$ cat src/rtl/de_skid_calcpc_pkg.sv
// Shared constants and FSM state type for the decode->execute target-calc stage.
package de_skid_calcpc_pkg;

    localparam int unsigned JUMP_W   = 2;
    localparam int unsigned BRANCH_W = 3;

    localparam logic [JUMP_W-1:0]   JUMP_NONE   = 2'b00;
    localparam logic [BRANCH_W-1:0] BRANCH_NONE = 3'b000;

    // Occupancy of the 2-entry skid variant.
    typedef enum logic [1:0] {
        StEmpty = 2'b00,
        StOne   = 2'b01,
        StFull  = 2'b10
    } state_e;

endpackage

$ cat src/rtl/de_skid_calcpc_if.sv
// Decode->execute handshake bus: valid/ready plus the branch-calc payload.
interface de_skid_calcpc_if
    import de_skid_calcpc_pkg::*;
#(
    parameter int unsigned XLEN  = 32,
    parameter int unsigned PC_W  = 13,
    parameter int unsigned IMM_W = 13,
    parameter int unsigned BN_W  = 2
) ();

    logic                in_valid;
    logic                in_ready;
    logic [BN_W-1:0]     in_bn;
    logic [PC_W-1:0]     in_pc;
    logic [XLEN-1:0]     in_rs1;
    logic [XLEN-1:0]     in_rs2;
    logic [IMM_W-1:0]    in_imm;
    logic [JUMP_W-1:0]   in_jump;
    logic [BRANCH_W-1:0] in_branch;

    logic                out_valid;
    logic                out_ready;
    logic [BN_W-1:0]     out_bn;
    logic [PC_W-1:0]     out_pc;
    logic [XLEN-1:0]     out_rs1;
    logic [XLEN-1:0]     out_rs2;
    logic [IMM_W-1:0]    out_imm;
    logic [JUMP_W-1:0]   out_jump;
    logic [BRANCH_W-1:0] out_branch;

    // Environment side: drives decode entries and the execute-side ready.
    modport master (
        output in_valid, in_bn, in_pc, in_rs1, in_rs2, in_imm, in_jump, in_branch,
        input  in_ready,
        input  out_valid, out_bn, out_pc, out_rs1, out_rs2, out_imm, out_jump, out_branch,
        output out_ready
    );

    // Stage side.
    modport slave (
        input  in_valid, in_bn, in_pc, in_rs1, in_rs2, in_imm, in_jump, in_branch,
        output in_ready,
        output out_valid, out_bn, out_pc, out_rs1, out_rs2, out_imm, out_jump, out_branch,
        input  out_ready
    );

endinterface

$ cat src/rtl/de_skid_calcpc_slot.sv
// One payload register with a valid bit, load enable and synchronous clear.
module de_skid_calcpc_slot #(
    parameter int unsigned W = 8
) (
    input  logic         clk,
    input  logic         rst,
    input  logic         clr,
    input  logic         load,
    input  logic [W-1:0] din,
    output logic         valid,
    output logic [W-1:0] dout
);

    logic         valid_q;
    logic [W-1:0] data_q;

    // Clear drops only the valid bit; payload holds its last value as a don't-care.
    always_ff @(posedge clk) begin
        if (rst) begin
            valid_q <= 1'b0;
            data_q  <= '0;
        end else if (clr) begin
            valid_q <= 1'b0;
        end else if (load) begin
            valid_q <= 1'b1;
            data_q  <= din;
        end
    end

    assign valid = valid_q;
    assign dout  = data_q;

endmodule

$ cat src/rtl/de_skid_calcpc.sv
// Decode->execute stage for the branch/jump target path with valid/ready handshake.
// SKID=1 adds a second slot so in_ready can come straight from a flop.
module de_skid_calcpc
    import de_skid_calcpc_pkg::*;
#(
    parameter int unsigned XLEN  = 32,
    parameter int unsigned PC_W  = 13,
    parameter int unsigned IMM_W = 13,
    parameter int unsigned BN_W  = 2,
    parameter int unsigned SKID  = 1
) (
    input  logic            CLK,
    input  logic            RST,
    input  logic            flush,
    de_skid_calcpc_if.slave bus
);

    typedef struct packed {
        logic [BN_W-1:0]     bn;
        logic [PC_W-1:0]     pc;
        logic [XLEN-1:0]     rs1;
        logic [XLEN-1:0]     rs2;
        logic [IMM_W-1:0]    imm;
        logic [JUMP_W-1:0]   jump;
        logic [BRANCH_W-1:0] branch;
    } payload_t;

    localparam int unsigned PAY_W = $bits(payload_t);

    payload_t in_pay;
    payload_t main_din;
    payload_t main_dout;
    logic     main_valid;
    logic     main_load;
    logic     main_clr;
    logic     in_ready;
    logic     fire_in;
    logic     fire_out;

    assign in_pay = '{
        bn:     bus.in_bn,
        pc:     bus.in_pc,
        rs1:    bus.in_rs1,
        rs2:    bus.in_rs2,
        imm:    bus.in_imm,
        jump:   bus.in_jump,
        branch: bus.in_branch
    };

    // An entry offered during flush is dropped even if in_ready is high.
    assign fire_in  = bus.in_valid & in_ready & ~flush;
    assign fire_out = main_valid & bus.out_ready;

    de_skid_calcpc_slot #(
        .W (PAY_W)
    ) u_main (
        .clk   (CLK),
        .rst   (RST),
        .clr   (main_clr),
        .load  (main_load),
        .din   (main_din),
        .valid (main_valid),
        .dout  (main_dout)
    );

    if (SKID != 0) begin : g_skid
        state_e   state_q;
        state_e   state_d;
        logic     ready_q;
        logic     skid_load;
        logic     skid_clr;
        logic     skid_valid;
        payload_t skid_dout;

        de_skid_calcpc_slot #(
            .W (PAY_W)
        ) u_skid (
            .clk   (CLK),
            .rst   (RST),
            .clr   (skid_clr),
            .load  (skid_load),
            .din   (in_pay),
            .valid (skid_valid),
            .dout  (skid_dout)
        );

        // Next-state and slot control; flush overrides any handshake.
        always_comb begin
            state_d   = state_q;
            main_din  = in_pay;
            main_load = 1'b0;
            main_clr  = 1'b0;
            skid_load = 1'b0;
            skid_clr  = 1'b0;
            if (flush) begin
                state_d  = StEmpty;
                main_clr = 1'b1;
                skid_clr = 1'b1;
            end else begin
                unique case (state_q)
                    StEmpty: begin
                        if (fire_in) begin
                            main_load = 1'b1;
                            state_d   = StOne;
                        end
                    end
                    StOne: begin
                        if (fire_in && fire_out) begin
                            main_load = 1'b1;
                        end else if (fire_in) begin
                            skid_load = 1'b1;
                            state_d   = StFull;
                        end else if (fire_out) begin
                            main_clr = 1'b1;
                            state_d  = StEmpty;
                        end
                    end
                    StFull: begin
                        // Skid entry moves up behind the consumed head.
                        if (fire_out) begin
                            main_din  = skid_dout;
                            main_load = skid_valid;
                            skid_clr  = 1'b1;
                            state_d   = StOne;
                        end
                    end
                    default: begin
                        state_d  = StEmpty;
                        main_clr = 1'b1;
                        skid_clr = 1'b1;
                    end
                endcase
            end
        end

        // State register; in_ready is a flopped copy of "not full next cycle".
        always_ff @(posedge CLK) begin
            if (RST) begin
                state_q <= StEmpty;
                ready_q <= 1'b1;
            end else begin
                state_q <= state_d;
                ready_q <= (state_d != StFull);
            end
        end

        assign in_ready = ready_q;
    end else begin : g_noskid
        // Single slot: accept when empty or when the head leaves this cycle.
        always_comb begin
            main_din  = in_pay;
            main_load = fire_in;
            main_clr  = flush | (fire_out & ~fire_in);
        end

        assign in_ready = ~main_valid | bus.out_ready;
    end

    assign bus.in_ready   = in_ready;
    assign bus.out_valid  = main_valid;
    assign bus.out_bn     = main_dout.bn;
    assign bus.out_pc     = main_dout.pc;
    assign bus.out_rs1    = main_dout.rs1;
    assign bus.out_rs2    = main_dout.rs2;
    assign bus.out_imm    = main_dout.imm;
    // Bubbles must never look like a jump/branch to execute.
    assign bus.out_jump   = main_valid ? main_dout.jump : JUMP_NONE;
    assign bus.out_branch = main_valid ? main_dout.branch : BRANCH_NONE;

endmodule

$ cat src/flat_wrapper.sv
// flat-port wrapper written by rule: the top's interface ports become plain ports
module de_skid_calcpc_flat import de_skid_calcpc_pkg::*;
#(
    parameter int unsigned XLEN  = 32,
    parameter int unsigned PC_W  = 13,
    parameter int unsigned IMM_W = 13,
    parameter int unsigned BN_W  = 2,
    parameter int unsigned SKID  = 1
)
  (CLK, RST, flush, bus_in_valid, bus_in_bn, bus_in_pc, bus_in_rs1, bus_in_rs2, bus_in_imm, bus_in_jump, bus_in_branch, bus_in_ready, bus_out_valid, bus_out_bn, bus_out_pc, bus_out_rs1, bus_out_rs2, bus_out_imm, bus_out_jump, bus_out_branch, bus_out_ready);
  de_skid_calcpc_if #(.XLEN(XLEN), .PC_W(PC_W), .IMM_W(IMM_W), .BN_W(BN_W)) bus_i ();
  input  logic CLK;
  input  logic RST;
  input  logic flush;
  input wire logic [$bits(bus_i.in_valid)-1:0] bus_in_valid;
  input wire logic [$bits(bus_i.in_bn)-1:0] bus_in_bn;
  input wire logic [$bits(bus_i.in_pc)-1:0] bus_in_pc;
  input wire logic [$bits(bus_i.in_rs1)-1:0] bus_in_rs1;
  input wire logic [$bits(bus_i.in_rs2)-1:0] bus_in_rs2;
  input wire logic [$bits(bus_i.in_imm)-1:0] bus_in_imm;
  input wire logic [$bits(bus_i.in_jump)-1:0] bus_in_jump;
  input wire logic [$bits(bus_i.in_branch)-1:0] bus_in_branch;
  output wire logic [$bits(bus_i.in_ready)-1:0] bus_in_ready;
  output wire logic [$bits(bus_i.out_valid)-1:0] bus_out_valid;
  output wire logic [$bits(bus_i.out_bn)-1:0] bus_out_bn;
  output wire logic [$bits(bus_i.out_pc)-1:0] bus_out_pc;
  output wire logic [$bits(bus_i.out_rs1)-1:0] bus_out_rs1;
  output wire logic [$bits(bus_i.out_rs2)-1:0] bus_out_rs2;
  output wire logic [$bits(bus_i.out_imm)-1:0] bus_out_imm;
  output wire logic [$bits(bus_i.out_jump)-1:0] bus_out_jump;
  output wire logic [$bits(bus_i.out_branch)-1:0] bus_out_branch;
  input wire logic [$bits(bus_i.out_ready)-1:0] bus_out_ready;
  assign bus_i.in_valid = bus_in_valid;
  assign bus_i.in_bn = bus_in_bn;
  assign bus_i.in_pc = bus_in_pc;
  assign bus_i.in_rs1 = bus_in_rs1;
  assign bus_i.in_rs2 = bus_in_rs2;
  assign bus_i.in_imm = bus_in_imm;
  assign bus_i.in_jump = bus_in_jump;
  assign bus_i.in_branch = bus_in_branch;
  assign bus_in_ready = bus_i.in_ready;
  assign bus_out_valid = bus_i.out_valid;
  assign bus_out_bn = bus_i.out_bn;
  assign bus_out_pc = bus_i.out_pc;
  assign bus_out_rs1 = bus_i.out_rs1;
  assign bus_out_rs2 = bus_i.out_rs2;
  assign bus_out_imm = bus_i.out_imm;
  assign bus_out_jump = bus_i.out_jump;
  assign bus_out_branch = bus_i.out_branch;
  assign bus_i.out_ready = bus_out_ready;
  de_skid_calcpc #(.XLEN(XLEN), .PC_W(PC_W), .IMM_W(IMM_W), .BN_W(BN_W), .SKID(SKID)) u_core (.CLK(CLK), .RST(RST), .flush(flush), .bus(bus_i));
endmodule
$ cat config.mk
export PLATFORM = sky130hd
export DESIGN_NAME = de_skid_calcpc_flat
export DESIGN_NICKNAME = d
export VERILOG_FILES = /design/src/rtl/de_skid_calcpc_pkg.sv /design/src/rtl/de_skid_calcpc_if.sv /design/src/rtl/de_skid_calcpc_slot.sv /design/src/rtl/de_skid_calcpc.sv /design/src/flat_wrapper.sv
export SDC_FILE = /design/constraint.sdc
export NUM_CORES = 1
export LEC_CHECK = 0
export BUFFER_PORTS_ARGS = -buffer_cell sky130_fd_sc_hd__buf_2
export CAP_MARGIN = 20
export CORE_ASPECT_RATIO = 1.25
export CORE_MARGIN = 10
export CORE_UTILIZATION = 55
export DETAILED_ROUTE_END_ITERATION = 8
export GPL_TIMING_DRIVEN = 0
export PLACE_DENSITY = 0.87
export SLEW_MARGIN = 40
export SYNTH_ARGS = -nofsm -noshare
export SYNTH_HDL_FRONTEND = slang
export SYNTH_SLANG_ARGS = --single-unit
$ cat constraint.sdc
create_clock -name CLK -period 2.8 [get_ports CLK]
set_input_delay 0.28 -clock CLK [delete_from_list [all_inputs] [get_ports CLK]]
set_output_delay 0.28 -clock CLK [all_outputs]
set_load 0.01 [all_outputs]
==> results of run 1 <==
routing by layer:
| layer | vias up | global-route usage, % | wire, µm |
|---|---|---|---|
| met5 | - | 0 | 0 |
| met1 | 3652 | 23.4 | 9530 |
| met4 | 0 | 10.1 | 805 |
| li1 | 3803 | - | - |
| met3 | 64 | 4.78 | 1270 |
| met2 | 257 | 36.9 | 12000 |
power groups by stage:
stage	Sequential [W]	Combinational (W)	Clock, W
after global routing	0.00298	0.000727	0.00278
after global placement	0.00303	0.000651	0
after detailed placement	0.00304	0.000665	0
after floorplan	0.00302	0.000418	0
final	0.00297	0.000665	0.00261
after CTS	0.00297	0.000670	0.00264
sequential cells by signal, summed over array words and instances (netlist names):
name and count:
u_core.g_skid.u_skid.valid 1, u_core.g_skid.u_skid.dout 97, u_core.bus.in_ready 1, u_core.u_main.dout 97, u_core.u_main.valid 1, u_core.g_skid.state_q 2
area by class of cell:
cell class                      instances  share of cell area, %
Tap cell                              216                   2.48
Sequential cell                       199                   36.6
Clock buffer                           19                   4.16
Multi-Input combinational cell        616                   35.1
Clock inverter                         13                   1.72
Inverter                                3                  0.103
Timing Repair Buffer                  199                   9.14
Buffer                                179                   10.7
worst max-delay path: cells and delay by family, from the launching register on:
family | cells | cell delay, ns
buf+inv | 1 | 0.46
flops | 1 | 0.37
compound gates | 1 | 0.31
simple gates | 3 | 0.96
kinds of logic (layout without fill, tap and decap cells):
logic type / count (synthesis) / count (layout)
AOI/OAI and AO/OA: 204 / 204
DFF: 199 / 199
buffers and inverters: 182 / 413
and+or+nand+nor: 315 / 315
muxes: 97 / 97
path summary, 6_finish.rpt:
check | start | slack, ns | depth (start not counted) | endpoint
min | bus_in_rs1[16] | 0.09 | 3 | u_core.g_skid.u_skid.dout[66]
max reg2reg | u_core.g_skid.state_q[1] | 0.58 | 5 | u_core.u_main.dout[12]
min reg2reg | u_core.g_skid.u_skid.dout[85] | 0.45 | 2 | u_core.g_skid.u_skid.dout[85]
max | u_core.g_skid.state_q[1] | 0.58 | 5 | u_core.u_main.dout[12]
metrics by stage:
stage / area, µm² / cells
after floorplan: 8990 / 997
after global placement: 10300 / 1412
after detailed placement: 10300 / 1412
after CTS: 10900 / 1444
after global routing: 10900 / 1444
final: 10900 / 1444
layout by cell type (no fill, tap or decap), drive strengths merged:
| cell | count |
|---|---|
| nand4bb | 1 |
| a211o | 1 |
| buf | 337 |
| dfxtp | 199 |
| clkbuf | 60 |
| nand3b | 2 |
| o31ai | 1 |
| a221oi | 97 |
| o21a | 1 |
| clkinvlp | 2 |
| and3 | 1 |
| a21oi | 101 |
| and2 | 6 |
| a2111oi | 1 |
| nand2 | 198 |
| a31oi | 1 |
| nor2 | 98 |
| nor3 | 4 |
| o21ai | 1 |
| inv | 7 |
| bufinv | 3 |
| nand2b | 2 |
| mux2i | 97 |
| clkinv | 4 |
| and4bb | 1 |
| nand3 | 2 |
==> run_results.csv, run 1 <==
group,metric,value,unit
timing,fin_crit,2.22,ns
synth,synth_top_cell_area_share,44.3,%
setup_path,required,3.12,ns
synth,synth_compound_area_share,17.7,%
layout,syn_to_final_growth,21.2,%
clock_tree,cts.reportedPaths.clkPinSlew,0.07,ns
clock_tree,clock_path_buffers,2,
synth,syn_nets,1099,
timing,slew_headroom,48.2,%
global_route,grt_start_max_net_pins,19,
synth,ys_dominant_reg_cell,"dfxtp_1",
detailed_routing,routed_wl,23600,µm
synth,ys_async_sr_fraction,0,%
layout,fin_util,67.5,%
clock_tree,ctsHtreeMaxLevel,4,
status,status,"complete, no violations",
place,gp_congestion,0.796,
setup_path,crit_chain,"nand4bb_4 -> nor3_2 -> clkbuf_1 -> nor2_1 -> a221oi_1",
clock_tree,clock_latency,0.43,ns
setup_path,path_max_fanout,10,
synth,synth_top_family_by_area,"compound AO/OA/AOI/OAI gates",
synth,avgSynthCellArea,9.01,µm²
worst_hold_path,min_path_type,"input port to register",
die,core_area,16100,µm²
global_route,grt-ovfl-total,0,
timing,setup_tns,0,ns
clock_tree,cts_buffers,17,
setup_path,cp-start-kind,"register",
timing,slew_viol_final,0,
die,fp.dieH,163,µm
synth,synthXorXnorAreaFrac,0,%
layout,multi_input_area,3820,µm²
clock_tree,postCtsSetupBuffers,0,
timing,tightest_slew,0.772,ns
global_route,grt_pass1_wl,38200,µm
die,dieArea,21900,µm²
setup_path,critPathSlowestCell,"nor3_2",
synth,muxShareOfSynthArea,10.8,%
timing,fin_skew,0.00668,ns
layout,drive_gt1_share,32.9,%
detailed_routing,num_vias,7776,
synth,synth_area_leaders,"dfxtp_1, mux2i_1, buf_4, nand2_1, a221oi_1",
pwr,cellPowerDensity,573,nW/µm²
pwr,internal_power,0.00472,W
die,ios,201,
setup_path,path_class,"register to register",
die,die_w,134,µm
die,initial_core_util,55.7,%
timing,rsz0062_at_grt,"no",
detailed_routing,vias_per_cell,5.39,
place,pre_cts_ws,0.611,ns
timing,period_share,79.3,%
layout,seqCellArea,3980,µm²
pwr,power_leakage,4.32,nW
synth,synthCells,997,
synth,synthAdderAreaFrac,0,%
layout,diodes,0,
timing,finalSetupViolations,0,
timing,setup_ws,0.581,ns
pwr,p_sw,0.00153,W
synth,yosys.area_share.simple,14.0,%
clock_tree,cts_tree,"yes",
clock_tree,clock-root-buffer,"clkbuf_16",
synth,ys_top_cells_by_count,"dfxtp_1, nand2_1, buf_4",
synth,synth-edff-count,0,
timing,hold_ws,0.0886,ns
global_route,antenna_found_initial,2,
pwr,p_sw_share,24.4,%
clock_tree,hold_buffers,0,
clock_tree,numClockSinks,199,
detailed_routing,drc,0,
global_route,grt_usage,21.0,%
timing,hold_viol_final,0,
pwr,p_total,0.00625,W
place,io_buffers,199,
pwr,power_frac_seq,47.6,%
detailed_routing,detail-route-antenna-nets,0,
job,cap_violations,0,
global_route,grt_pass1_vias,7907,
detailed_routing,drt_iter0_markers,374,
setup_path,cp-end-kind,"register",
layout,nets,1317,
synth,synth_top_area_cell,"dfxtp_1",
place,dp_hpwl,17300,µm
timing,timing.fmax,0.451,GHz
pwr,peakVddDrop,0.352,mV
die,rows,52,
detailed_routing,wl_per_cell,16.3,µm
setup_path,cpPeakStageDelay,0.57,ns
pwr,p_clk_share,41.7,%
setup_path,cp.arrival,2.54,ns
synth,yosysWarnings,0,
detailed_routing,drt_first_pass_iters,7,
synth,ys_ff_latch,199,
synth,yosysMostFrequentCell,"dfxtp_1",
pwr,p_comb_share,10.6,%
synth,yosysSeqAreaShare,44.3,%
synth,synth_cell_types,28,
clock_tree,cts_resized,0,
synth,synth_area,8990,µm²
layout,fillers,1322,
Power figures use the tool's default switching activity.
==> run 2: changes to the inputs <==
--- a/config.mk
+++ b/config.mk
@@ -5,6 +5,7 @@
 export SDC_FILE = /design/constraint.sdc
 export NUM_CORES = 1
 export LEC_CHECK = 0
+export ABC_AREA = 1
 export BUFFER_PORTS_ARGS = -buffer_cell sky130_fd_sc_hd__buf_2
 export CAP_MARGIN = 20
 export CORE_ASPECT_RATIO = 1.25
@@ -12,7 +13,7 @@
 export CORE_UTILIZATION = 55
 export DETAILED_ROUTE_END_ITERATION = 8
 export GPL_TIMING_DRIVEN = 0
-export PLACE_DENSITY = 0.87
+export PLACE_DENSITY = 0.86
 export SLEW_MARGIN = 40
 export SYNTH_ARGS = -nofsm -noshare
 export SYNTH_HDL_FRONTEND = slang
==> constraint.sdc (replaced) <==
create_clock -name CLK -period 2.1 [get_ports CLK]
set_input_delay 0.21 -clock CLK [delete_from_list [all_inputs] [get_ports CLK]]
set_output_delay 0.21 -clock CLK [all_outputs]
set_load 0.01 [all_outputs]
==> run 2 against run 1 <==
Final cell count up 28%. Non-clock buffer count down 2. Hold slack got worse by 0.045 ns. Via count grew 15%. Fmax is 18% higher. Combinational power rose by 41%. Critical path depth increased by 1. Core utilization is 0.25 points lower. Clock power up 26%. Critical endpoint is now u_core.g_skid.u_skid.dout[42].
==> run_results.csv, run 2 <==
group,metric,value,unit
status,status,"complete, no violations",
layout,fillers,1502,
detailed_routing,drt_first_pass_iters,5,
timing,slew_viol_final,0,
timing,rsz0062_at_grt,"no",
detailed_routing,drt_iter0_markers,644,
pwr,p_total,0.00819,W
synth,ys_top_cells_by_count,"nand2_1, inv_1, nor2_1",
clock_tree,cts_tree,"yes",
synth,syn_nets,1496,
synth,synth_area,9440,µm²
global_route,grt_pass1_vias,8656,
worst_hold_path,min_path_type,"input port to register",
setup_path,critPathSlowestCell,"dfxtp_2",
global_route,grt_pass1_wl,40800,µm
setup_path,crit_chain,"nand2_4 -> nand3_2 -> buf_2 -> clkbuf_1 -> o21ai_0 -> a21oi_1",
place,io_buffers,200,
clock_tree,cts.reportedPaths.clkPinSlew,0.07,ns
pwr,peakVddDrop,0.427,mV
setup_path,cpPeakStageDelay,0.47,ns
synth,synthCells,1394,
global_route,antenna_found_initial,8,
timing,tightest_slew,0.681,ns
synth,ys_ff_latch,199,
synth,ys_dominant_reg_cell,"dfxtp_1",
clock_tree,clock_path_buffers,2,
place,gp_congestion,0.849,
setup_path,path_class,"register to register",
clock_tree,clock_latency,0.44,ns
clock_tree,ctsHtreeMaxLevel,4,
global_route,grt_start_max_net_pins,17,
die,die_w,137,µm
detailed_routing,routed_wl,25500,µm
clock_tree,cts_resized,0,
pwr,cellPowerDensity,723,nW/µm²
timing,finalSetupViolations,0,
clock_tree,clock-root-buffer,"clkbuf_16",
layout,final_common_cell,"nand2_1",
die,fp.dieH,166,µm
detailed_routing,wl_per_cell,13.7,µm
timing,period_share,89.7,%
synth,avgSynthCellArea,6.77,µm²
synth,synth_area_leaders,"dfxtp_1, nand2_1, o21ai_0, inv_1, nor2_1",
clock_tree,postCtsSetupBuffers,0,
timing,fin_crit,1.88,ns
synth,synth_top_area_cell,"dfxtp_1",
timing,timing.fmax,0.531,GHz
synth,yosysWarnings,0,
setup_path,cp-end-kind,"register",
clock_tree,cts_buffers,17,
global_route,grt_usage,21.8,%
pwr,power_leakage,5.90,nW
setup_path,required,2.46,ns
layout,nets,1715,
synth,yosysMostFrequentCell,"nand2_1",
synth,ys_async_sr_fraction,0,%
layout,syn_to_final_growth,20.0,%
layout,final_cell_mix,"nand2_1, buf_2, inv_1, nor2_1, dfxtp_1",
layout,drive_gt1_share,23.1,%
clock_tree,numClockSinks,199,
die,rows,53,
setup_path,path_max_fanout,10,
job,cap_violations,0,
detailed_routing,detail-route-antenna-nets,0,
die,dieArea,22800,µm²
timing,fin_skew,0.0104,ns
global_route,grt-ovfl-total,0,
place,dp_hpwl,18100,µm
synth,yosysSeqAreaShare,42.2,%
timing,slew_headroom,54.6,%
timing,setup_tns,0,ns
timing,hold_viol_final,0,
die,initial_core_util,56.0,%
clock_tree,hold_buffers,0,
detailed_routing,drc,0,
synth,synth-edff-count,0,
die,core_area,16800,µm²
setup_path,cp-start-kind,"register",
synth,synth_top_cell_area_share,42.2,%
synth,synth_cell_types,19,
setup_path,cp.arrival,2.24,ns
die,ios,201,
detailed_routing,vias_per_cell,4.83,
detailed_routing,num_vias,8951,
==> run 2: cell count changes after synthesis, moves of 3 or more <==
cell,before,now
inv_1,3,205
o21ai_0,1,194
nand2_1,198,307
nor2_1,98,200
mux2i_1,97,0
a221oi_1,67,0
a221oi_2,30,0
buf_6,8,25
buf_4,105,93
and2_1,6,0
buf_2,24,20
clkbuf_1,41,38
nand3_2,0,3
o21ai_1,0,3
==> run 2: cells by family after synthesis <==
family,after synthesis,share of synthesized area [%]
buf+inv,383,21.2
flops,199,42.2
simple gates,514,20.8
compound gates,298,15.8
==> run 2: worst paths after layout <==
kind	from	end	slack, ns	cells after the start
max reg2reg	u_core.u_main.valid	u_core.g_skid.u_skid.dout[42]	0.22	6
max	u_core.u_main.valid	u_core.g_skid.u_skid.dout[42]	0.22	6
min	RST	u_core.u_main.valid	0.04	4
min reg2reg	u_core.g_skid.u_skid.dout[30]	u_core.g_skid.u_skid.dout[30]	0.45	2
==> run 2: critical path: cells and delay by family (launching register included) <==
family          cells  cell delay (ns)
buf+inv             2             0.69
flops               1             0.47
compound gates      2             0.34
simple gates        2             0.30
==> run 2: final cells by class <==
cell class / count / area [µm²] / area share, %
clock inverter: 10 / 121 / 1.07
timing repair buffer: 200 / 1000 / 8.83
tap: 220 / 275 / 2.43
antenna: 8 / 20.0 / 0.177
buffer: 176 / 1220 / 10.8
sequential: 199 / 3990 / 35.2
multi-input combinational: 812 / 3460 / 30.5
inverter: 207 / 777 / 6.86
clock buffer: 21 / 470 / 4.15
==> run 2: power breakdown <==
group	leakage [nW]	switching [W]	total, W	internal (W)
logic	4.00	0.000518	0.000938	0.000420
clock network	0.290	0.00144	0.00329	0.00185
registers	1.62	0.0000614	0.00396	0.00390
==> run 2: per-layer routing <==
layer	track usage, %	vias up	routed length, µm	share of wire (%)
li1	-	4589	-	-
met1	24.8	4003	10200	40
met2	37.1	302	12700	50
met3	5.60	55	1800	7.1
met4	9.73	2	736	2.9
met5	0	-	9	0.035
==> run 2: per-stage QoR <==
step	setup slack [ns]	hold slack (ns)	cell area (µm²)	std cells	utilization, %
finish	0.216	0.0432	11300	1853	67.3
global route	0.0882	0.0692	11300	1852	67.3
CTS	0.0757	0.0369	11300	1845	67.1
detailed placement	0.128	0.438	10700	1814	63.6
global placement	0.170	0.433	10700	1814	63.6
floorplan	0.618	0.370	9440	1394	-
